--- src/rtl/decision_trail.sv ---
// decision_trail: DPLL decision unit.
// Walks a static variable order and skips variables that are already assigned.
// Every decision is pushed onto a trail as {order slot, flipped}. On conflict
// the unit backtracks chronologically: fully explored levels are popped and the
// newest unflipped decision is flipped. When the order runs out, SAT is
// reported. When a conflict leaves no unflipped decision, UNSAT is reported.
module decision_trail #(
  parameter int NUM_VARS = 64,
  parameter int VAR_BITS = $clog2(NUM_VARS),
  parameter int LVL_BITS = $clog2(NUM_VARS + 1)
) (
  input  logic                         clock_i,
  input  logic                         reset_i,
  input  logic                         start_i,
  input  logic [NUM_VARS*VAR_BITS-1:0] order_var_i,
  input  logic [NUM_VARS-1:0]          order_pol_i,
  input  logic [NUM_VARS-1:0]          assigned_i,
  input  logic                         dec_req_i,
  input  logic                         conflict_i,
  input  logic                         dec_ready_i,
  output logic                         dec_valid_o,
  output logic [VAR_BITS-1:0]          dec_var_o,
  output logic                         dec_val_o,
  output logic [LVL_BITS-1:0]          dec_level_o,
  output logic                         dec_flip_o,
  output logic                         busy_o,
  output logic                         sat_o,
  output logic                         unsat_o
);

  typedef enum logic [2:0] {
    ST_IDLE,
    ST_SCAN,
    ST_BT,
    ST_EMIT,
    ST_DONE_SAT,
    ST_DONE_UNSAT
  } state_e;

  state_e                state_q;
  logic [LVL_BITS-1:0]   ptr_q;
  logic [LVL_BITS-1:0]   depth_q;
  logic [NUM_VARS-1:0]   trail_flip_q;
  logic [VAR_BITS-1:0]   trail_slot_q [NUM_VARS];

  logic                  dec_valid_q;
  logic [VAR_BITS-1:0]   dec_var_q;
  logic                  dec_val_q;
  logic [LVL_BITS-1:0]   dec_level_q;
  logic                  dec_flip_q;
  logic                  busy_q;
  logic                  sat_q;
  logic                  unsat_q;

  // The flat order bus is unpacked into one entry per slot.
  logic [VAR_BITS-1:0]   order_arr [NUM_VARS];

  genvar gi;
  generate
    for (gi = 0; gi < NUM_VARS; gi++) begin : g_order
      assign order_arr[gi] = order_var_i[gi*VAR_BITS +: VAR_BITS];
    end
  endgenerate

  // The scan view is the order entry at ptr. Its index wraps when ptr == NUM_VARS,
  // but scan_done masks that case.
  logic [VAR_BITS-1:0]   ptr_idx;
  logic [VAR_BITS-1:0]   scan_var;
  logic                  scan_pol;
  logic                  scan_done;
  logic                  push_en;

  assign ptr_idx   = ptr_q[VAR_BITS-1:0];
  assign scan_var  = order_arr[ptr_idx];
  assign scan_pol  = order_pol_i[ptr_idx];
  assign scan_done = (ptr_q == LVL_BITS'(NUM_VARS));
  assign push_en   = (state_q == ST_SCAN) && !scan_done && !assigned_i[scan_var];

  // The backtrack view is the trail entry at depth-1. Its index wraps when
  // depth == 0, but the BT state checks depth first.
  logic [VAR_BITS-1:0]   top_idx;
  logic [VAR_BITS-1:0]   depth_idx;
  logic [VAR_BITS-1:0]   top_slot;
  logic                  top_flipped;
  logic [VAR_BITS-1:0]   top_var;
  logic                  top_pol;

  assign top_idx     = VAR_BITS'(depth_q - LVL_BITS'(1));
  assign depth_idx   = depth_q[VAR_BITS-1:0];
  assign top_slot    = trail_slot_q[top_idx];
  assign top_flipped = trail_flip_q[top_idx];
  assign top_var     = order_arr[top_slot];
  assign top_pol     = order_pol_i[top_slot];

  // The trail slot storage needs no reset: depth gates every read.
  always_ff @(posedge clock_i) begin
    if (push_en) begin
      trail_slot_q[depth_idx] <= ptr_idx;
    end
  end

  // Main decision FSM. Its outputs are registered.
  always_ff @(posedge clock_i) begin
    if (reset_i || start_i) begin
      state_q      <= ST_IDLE;
      ptr_q        <= '0;
      depth_q      <= '0;
      trail_flip_q <= '0;
      dec_valid_q  <= 1'b0;
      dec_var_q    <= '0;
      dec_val_q    <= 1'b0;
      dec_level_q  <= '0;
      dec_flip_q   <= 1'b0;
      busy_q       <= 1'b0;
      sat_q        <= 1'b0;
      unsat_q      <= 1'b0;
    end else begin
      case (state_q)
        ST_IDLE: begin
          // Conflict wins over a simultaneous request.
          if (conflict_i) begin
            state_q <= ST_BT;
            busy_q  <= 1'b1;
          end else if (dec_req_i) begin
            state_q <= ST_SCAN;
            busy_q  <= 1'b1;
          end
        end
        ST_SCAN: begin
          if (scan_done) begin
            state_q <= ST_DONE_SAT;
            sat_q   <= 1'b1;
            busy_q  <= 1'b0;
          end else if (assigned_i[scan_var]) begin
            ptr_q <= ptr_q + LVL_BITS'(1);
          end else begin
            trail_flip_q[depth_idx] <= 1'b0;
            depth_q     <= depth_q + LVL_BITS'(1);
            dec_var_q   <= scan_var;
            dec_val_q   <= scan_pol;
            dec_level_q <= depth_q + LVL_BITS'(1);
            dec_flip_q  <= 1'b0;
            dec_valid_q <= 1'b1;
            ptr_q       <= ptr_q + LVL_BITS'(1);
            state_q     <= ST_EMIT;
          end
        end
        ST_BT: begin
          if (depth_q == '0) begin
            state_q <= ST_DONE_UNSAT;
            unsat_q <= 1'b1;
            busy_q  <= 1'b0;
          end else if (top_flipped) begin
            depth_q <= depth_q - LVL_BITS'(1);
          end else begin
            trail_flip_q[top_idx] <= 1'b1;
            dec_var_q   <= top_var;
            dec_val_q   <= ~top_pol;
            dec_level_q <= depth_q;
            dec_flip_q  <= 1'b1;
            dec_valid_q <= 1'b1;
            ptr_q       <= LVL_BITS'(top_slot) + LVL_BITS'(1);
            state_q     <= ST_EMIT;
          end
        end
        ST_EMIT: begin
          if (dec_ready_i) begin
            dec_valid_q <= 1'b0;
            busy_q      <= 1'b0;
            state_q     <= ST_IDLE;
          end
        end
        ST_DONE_SAT, ST_DONE_UNSAT: begin
          state_q <= state_q;
        end
        default: begin
          state_q <= ST_IDLE;
          busy_q  <= 1'b0;
        end
      endcase
    end
  end

  assign dec_valid_o = dec_valid_q;
  assign dec_var_o   = dec_var_q;
  assign dec_val_o   = dec_val_q;
  assign dec_level_o = dec_level_q;
  assign dec_flip_o  = dec_flip_q;
  assign busy_o      = busy_q;
  assign sat_o       = sat_q;
  assign unsat_o     = unsat_q;

endmodule

--- config.mk ---
export PLATFORM = sky130hd
export DESIGN_NAME = decision_trail
export DESIGN_NICKNAME = d
export VERILOG_FILES = /design/src/rtl/decision_trail.sv
export SDC_FILE = /design/constraint.sdc
export NUM_CORES = 1
export LEC_CHECK = 0
export BUFFER_PORTS_ARGS = -buffer_cell sky130_fd_sc_hd__buf_2
export CAP_MARGIN = 20
export CORE_MARGIN = 10
export CORE_UTILIZATION = 38
export CTS_CLUSTER_DIAMETER = 30
export DETAILED_ROUTE_END_ITERATION = 6
export PLACE_DENSITY = 0.55
export SLEW_MARGIN = 10
export SYNTH_ARGS = -nofsm -noshare
export SYNTH_HDL_FRONTEND = slang
export SYNTH_SLANG_ARGS = --single-unit
--- constraint.sdc ---
create_clock -name clock_i -period 12.04 [get_ports clock_i]
set_input_delay 0.602 -clock clock_i [delete_from_list [all_inputs] [get_ports clock_i]]
set_output_delay 0.602 -clock clock_i [all_outputs]
set_load 0.01 [all_outputs]
==> flow_summary.toml, run 1 <==
[outcome]
status = "finished, final reports clean"

[setup_path]
critPathMostFrequentCell = "buf_4"
cp.arrival_ns = 7.85
path_cells = "buf_4 > nor2b_1 > a221oi_1 > a211oi_2 > a2111oi_2 > buf_4 > or2_1 > buf_4 > mux2_4 > o2111a_1 > or4b_1 > or4_1 > or3_1 > buf_4 > nor2_1"
start_kind = "flop"
slowest_stage = "dfxtp_4"
max_stage_delay_ns = 0.93
worst_setup_path_end_kind = "flop"
cp_data_required_time_ns = 12.31
cp_max_fo = 58
cp_top_family = "simple AND/OR/NAND/NOR gates"
critPathBufInv = 4
critPathKind = "flop to flop"

[yosys]
synth_flop_cell = "edfxtp_1"
syn_area_um2 = 29720
synth_nets = 3350
postSynthCellCount = 2826
yosysWarnings = 0
ys_seq_area_share_pct = 45.54
synth_seq_cells = 484
synth_edf_count = 384
synth_async_sr_flop_share_pct = 0
ys_types = 86
syn_area_per_cell_um2 = 10.52

[floorplanning]
io_pins = 537
die_w_um = 299.7
core_um2 = 77470
die_y_um = 299.7
initial_core_util_pct = 38.36
die-area_um2 = 89790
fp-row-count = 102

[global_routing]
overflow = 0
antenna_found_initial = 30
grt_max_degree = 145
grt_pass1_wl_um = 205900
grt_usage_pct = 30.86
grt_pass1_vias = 28080

[route]
routed_wl_um = 146100
viasPerCell = 6.432
ant_nets = 0
drtIter0Drc = 3753
vias = 28500
wl_per_cell_um = 32.97
drc_errors = 0
first_pass_iters = 6

[finish]
multi_input_area_um2 = 15090
drive_gt1_share_pct = 30.08
mostFrequentLayoutCell = "buf_2"
syn_to_final_growth_pct = 24.27
ff_latch_area_um2 = 13550
fill_cells = 7205
mostFrequentLayoutCells = "buf_2, nand2_1, edfxtp_1, mux2i_1, nor2_1"
layout.nets = 3807

[sta]
final.period_utilization_pct = 62.96
worst_pin_slew_ns = 1.227
hold_viol_final = 0
finalCriticalPeriod_ns = 7.581
fin_setup_tns_ns = 0
setup_violations = 0
drv_slew = 0
relSlewSlack_pct = 17.62
holdWs_ns = 0.3214
clock_skew_ns = 0.02038
max_freq_ghz = 0.1319
rsz0062_at_grt = "no"
setup_slack_ns = 4.459

[cts]
post_cts_buffers = 0
cts_sinks = 484
cts_tree = "yes"
cts_buffer_depth = 3
ctsResizeCount = 0
cts-root-buf = "clkbuf_16"
clk_pin_slew_ns = 0.05
numCtsBuffers = 101
cts.hold.buffers_added = 0
clock_latency_ns = 0.65
htree_levels = 3

[power]
power_leakage_nw = 13.57
finalPower_mw = 6.037
powerDensity_nw_per_um2 = 163.5
irDropWorstVdd_v = 0.0001366

[run]
drv_cap = 0

[worst_hold_path]
hold_class = "input pin to flop"

[placement]
dpl.hpwl_um = 106900
io_buffers = 536
pre_cts_slack_ns = 4.540
place.gp.congestion = 1.117
## cells in the mapped netlist (7+ instances only)
cell       count  area [um^2]
a211o_1        8        70.07
a31oi_1       34        212.7
a21oi_1      117        585.6
mux2i_1      213         2132
nand4_1       34        212.7
nand3_1      118        590.6
o311ai_0      16        140.1
nand2_1      390         1464
xnor2_1        8        70.07
inv_1         14        52.55
buf_6         10        112.6
o21ai_0       99        495.5
o221ai_1      18        157.7
mux2_2        44        495.5
nand2b_1      10        62.56
nor3b_1       38        285.3
dfxtp_1      100         2002
a221oi_1      10        87.58
nor2_1       161        604.3
or2_2          7        43.79
nand3b_1      16        120.1
nor4_1        12        75.07
a22oi_1       47        352.8
a311oi_1      13        113.9
a2111oi_0     18        157.7
edfxtp_1     384        11530
o31ai_1       25        187.7
a22o_1         7        61.31
mux4_2       129         2905
or3_1         19        118.9
buf_2         57        285.3
o211ai_1      17        127.6
buf_1         38        142.6
nor2b_1       18        112.6
clkbuf_1     149        559.3
o22ai_1       46        287.8
a32oi_1       40        350.3
a211oi_1      45        337.8
nor3_1       148        740.7
and3_1        15        93.84
and2_1        17        106.4
## state kept, by name, summed over array words and instances, names as in the netlist
| name | flops |
|---|---|
| dec_level_o | 7 |
| unsat_o | 1 |
| trail_flip_q | 64 |
| sat_o | 1 |
| dec_flip_o | 1 |
| dec_valid_o | 1 |
| depth_q | 7 |
| busy_o | 1 |
| trail_slot_q | 384 |
| state_q | 3 |
| ptr_q | 7 |
| dec_val_o | 1 |
| dec_var_o | 6 |
## final cells by class
cell class | instances | area share, %
clock inverters | 73 | 2.524
inverters | 17 | 0.1728
repair buffers | 614 | 8.944
multi-input cells | 2065 | 40.85
flip-flops and latches | 484 | 36.69
diodes | 20 | 0.1355
well taps | 1040 | 3.523
clock buffers | 118 | 7.152
## final timing paths
check,startpoint,slack (ns),depth (start not counted),to
worst min register to register,unsat_o,0.47,2,unsat_o
worst max register to register,ptr_q[2],4.46,15,trail_slot_q[36][1]
worst max-delay path,ptr_q[2],4.46,15,trail_slot_q[36][1]
worst min-delay path,reset_i,0.32,3,depth_q[6]
## stage by stage
step	utilization (%)	instances	cell area [um^2]
floorplan	-	2826	29720
global placement	42.93	4212	33250
detailed placement	42.97	4216	33290
CTS	47.58	4407	36860
global route	47.65	4425	36920
finish	47.67	4431	36930
## worst register-to-register path, stage by stage, from the launching register on
cell	delay, ns
dfxtp_4	0.93
buf_4	0.64
nor2b_1	0.32
a221oi_1	0.38
a211oi_2	0.11
a2111oi_2	0.37
buf_4	0.30
or2_1	0.33
buf_4	0.35
mux2_4	0.34
o2111a_1	0.23
or4b_1	0.58
or4_1	0.85
or3_1	0.73
buf_4	0.31
nor2_1	0.42
## layer usage
layer / vias to the layer above / track usage [%] / share of wire [%]
li1: 12010 / - / -
met1: 14150 / 39.55 / 39
met2: 1945 / 48.34 / 46
met3: 379 / 8.231 / 10
met4: 18 / 14.03 / 5.0
met5: - / 0 / 0.075
## cells by family after synthesis
group                      after synthesis  share of synthesized area (%)
DFF                                    484                          45.54
AOI/OAI and AO/OA                      626                          14.59
xor gates and xnor gates                14                         0.4126
adders and majority gates                6                         0.2526
and+or+nand+nor                       1032                          16.47
buffers and inverters                  277                          4.067
muxes                                  387                          18.67
## report_power, final
group          leakage [nW]  switching, mW  internal [mW]  total, mW
Clock                  1.72          0.968           1.93       2.90
Sequential             4.54         0.0144           1.80       1.81
Combinational          7.32          0.885          0.443       1.33
Total                  13.6           1.87           4.17       6.04
No activity file was read; power rests on OpenSTA's default activity.
==> inputs of run 2 (changes only) <==
clock period = 7.3 ns   (was 12.04 ns; I/O delays follow)
==> run 2 against run 1 <==
Against the previous run: sequential power up 65%; first-iteration DRC count up 4.2%; clock-buffer cell count down 5; clock power up 57%; critical path depth down 1; critical path type unchanged; largest cell class unchanged.
==> flow_summary.toml, run 2 (same netlist as run 1, synthesis figures left out) <==
[sta]
relSlewSlack_pct = 25.01
hold_viol_final = 0
setup_slack_ns = 0.9960
holdWs_ns = 0.05111
setup_violations = 0
finalCriticalPeriod_ns = 6.304
clock_skew_ns = 0.02697
worst_pin_slew_ns = 1.116
rsz0062_at_grt = "no"
drv_slew = 0
fin_setup_tns_ns = 0
final.period_utilization_pct = 86.36
max_freq_ghz = 0.1586

[finish]
regMostFlops = "trail_slot_q"
drive_gt1_share_pct = 31.76
syn_to_final_growth_pct = 26.59
mostFrequentLayoutCell = "buf_2"
reg.largest.list = "trail_slot_q (384), trail_flip_q (64)"
final_cell_count_no_fill = 4521
mostFrequentLayoutCells = "buf_2, nand2_1, edfxtp_1, mux2i_1, nor2_1"
largest_reg_flops = 384
layout.nets = 3898

[placement]
dp_cells = 4310
place.gp.congestion = 1.125
io_buffers = 536
pre_cts_slack_ns = 1.124
dpl.hpwl_um = 116500

[route]
drc_errors = 0
vias = 29150
viasPerCell = 6.448
ant_nets = 0
first_pass_iters = 6
routed_wl_um = 155800
wl_per_cell_um = 34.46
drtIter0Drc = 3910

[setup_path]
slowest_stage = "or4_1"
critPathMostFrequentCell = "buf_4"
cp_top_family = "simple AND/OR/NAND/NOR gates"
worst_setup_path_end_kind = "flop"
cp_data_required_time_ns = 7.57
max_stage_delay_ns = 0.81
cp.arrival_ns = 6.58
critPathKind = "flop to flop"
path_cells = "buf_4 > mux4_2 > mux2i_1 > a2111oi_2 > buf_4 > or2_1 > buf_4 > mux2i_1 > a22oi_1 > a2111o_1 > or4_1 > or3_1 > buf_4 > nor2_1"
rr_startpoint = "ptr_q[0]"
cp_max_fo = 37
start_kind = "flop"
critPathBufInv = 4
cp-startpoint = "ptr_q[0]"

[power]
clkPwrFrac_pct = 46.4
p_int_mw = 6.730
powerDensity_nw_per_um2 = 261.6
power_switching_mw = 3.111
power_leakage_nw = 14.00
seqPwrFrac_pct = 30.3
irDropWorstVdd_v = 0.0003120
p_comb_share_pct = 23.4
swShare_pct = 31.61

[floorplanning]
die-area_um2 = 89790
core_um2 = 77470
io_pins = 537
die_w_um = 299.7
fp-row-count = 102
die_y_um = 299.7
initial_core_util_pct = 38.36

[cts]
cts_tree = "yes"
cts_buffer_depth = 3
cts_sinks = 484
clk_pin_slew_ns = 0.05
cts.hold.buffers_added = 0
ctsResizeCount = 0
clock_latency_ns = 0.65
cts-root-buf = "clkbuf_16"
htree_levels = 3
numCtsBuffers = 101
post_cts_buffers = 0

[outcome]
status = "finished, final reports clean"

[global_routing]
grt_usage_pct = 32.95
grt_max_degree = 152
overflow = 0
grt_pass1_vias = 28320
grt_pass1_wl_um = 216700
antenna_found_initial = 24

[worst_hold_path]
hold_class = "input pin to flop"
min-delay-start = "reset_i"

[run]
drv_cap = 0
==> run 2: changes by cell type in the layout (fill, tap and decap cells not counted), sizes merged <==
cell	delta
buf	+91
bufinv	-6
clkbuf	-6
clkdlybuf4s15	+1
clkinv	+12
diode	+1
inv	-3
==> run 2: final timing paths <==
| path | end | slack, ns | cells after the start |
|---|---|---|---|
| worst min-delay path | depth_q[6] | 0.05 | 3 |
| worst min register to register | dec_valid_o | 0.46 | 2 |
| worst max register to register | trail_slot_q[36][2] | 1.0 | 14 |
| worst max-delay path | trail_slot_q[36][2] | 1.0 | 14 |
==> run 2: final cells by class <==
cell class                 instances  area [um^2]
timing repair buffer             705         4130
tap                             1040         1301
inverter                          17        63.81
multi-input combinational       2065        15080
sequential                       484        13550
clock buffer                     113         2603
clock inverter                    76        839.6
fill                            7242        39850
antenna                           21        52.55
==> run 2: metrics by stage <==
stage,utilization (%),power [mW],area [um^2]
2_1_floorplan,-,4.294,29720
3_3_place_gp,44.01,5.256,34100
3_5_place_dp,44.04,5.266,34120
4_1_cts,48.49,9.817,37560
5_1_grt,48.53,10.11,37590
6_report,48.56,9.840,37620
==> run 2: power by group through the flow <==
stage | registers, mW | clock network [mW] | logic [mW]
finish | 2.98 | 4.56 | 2.30
detailed placement | 3.03 | 0 | 2.23
global placement | 3.03 | 0 | 2.23
CTS | 2.98 | 4.59 | 2.24
global route | 2.98 | 4.74 | 2.39
floorplan | 3.03 | 0 | 1.26
==> run 2: per-layer routing <==
layer | track usage (%) | share of wire, % | up-vias
li1 | - | - | 12210
met1 | 43.01 | 40 | 14620
met2 | 51.80 | 46 | 1954
met3 | 6.999 | 9.4 | 362
met4 | 15.48 | 5.0 | 4
met5 | 0 | 0.012 | -
==> run 2: worst min-delay path: cells and delay by family <==
family | cells | cell delay (ns)
simple gates | 1 | 0.11
compound gates | 1 | 0.06
buf+inv | 1 | 0.12
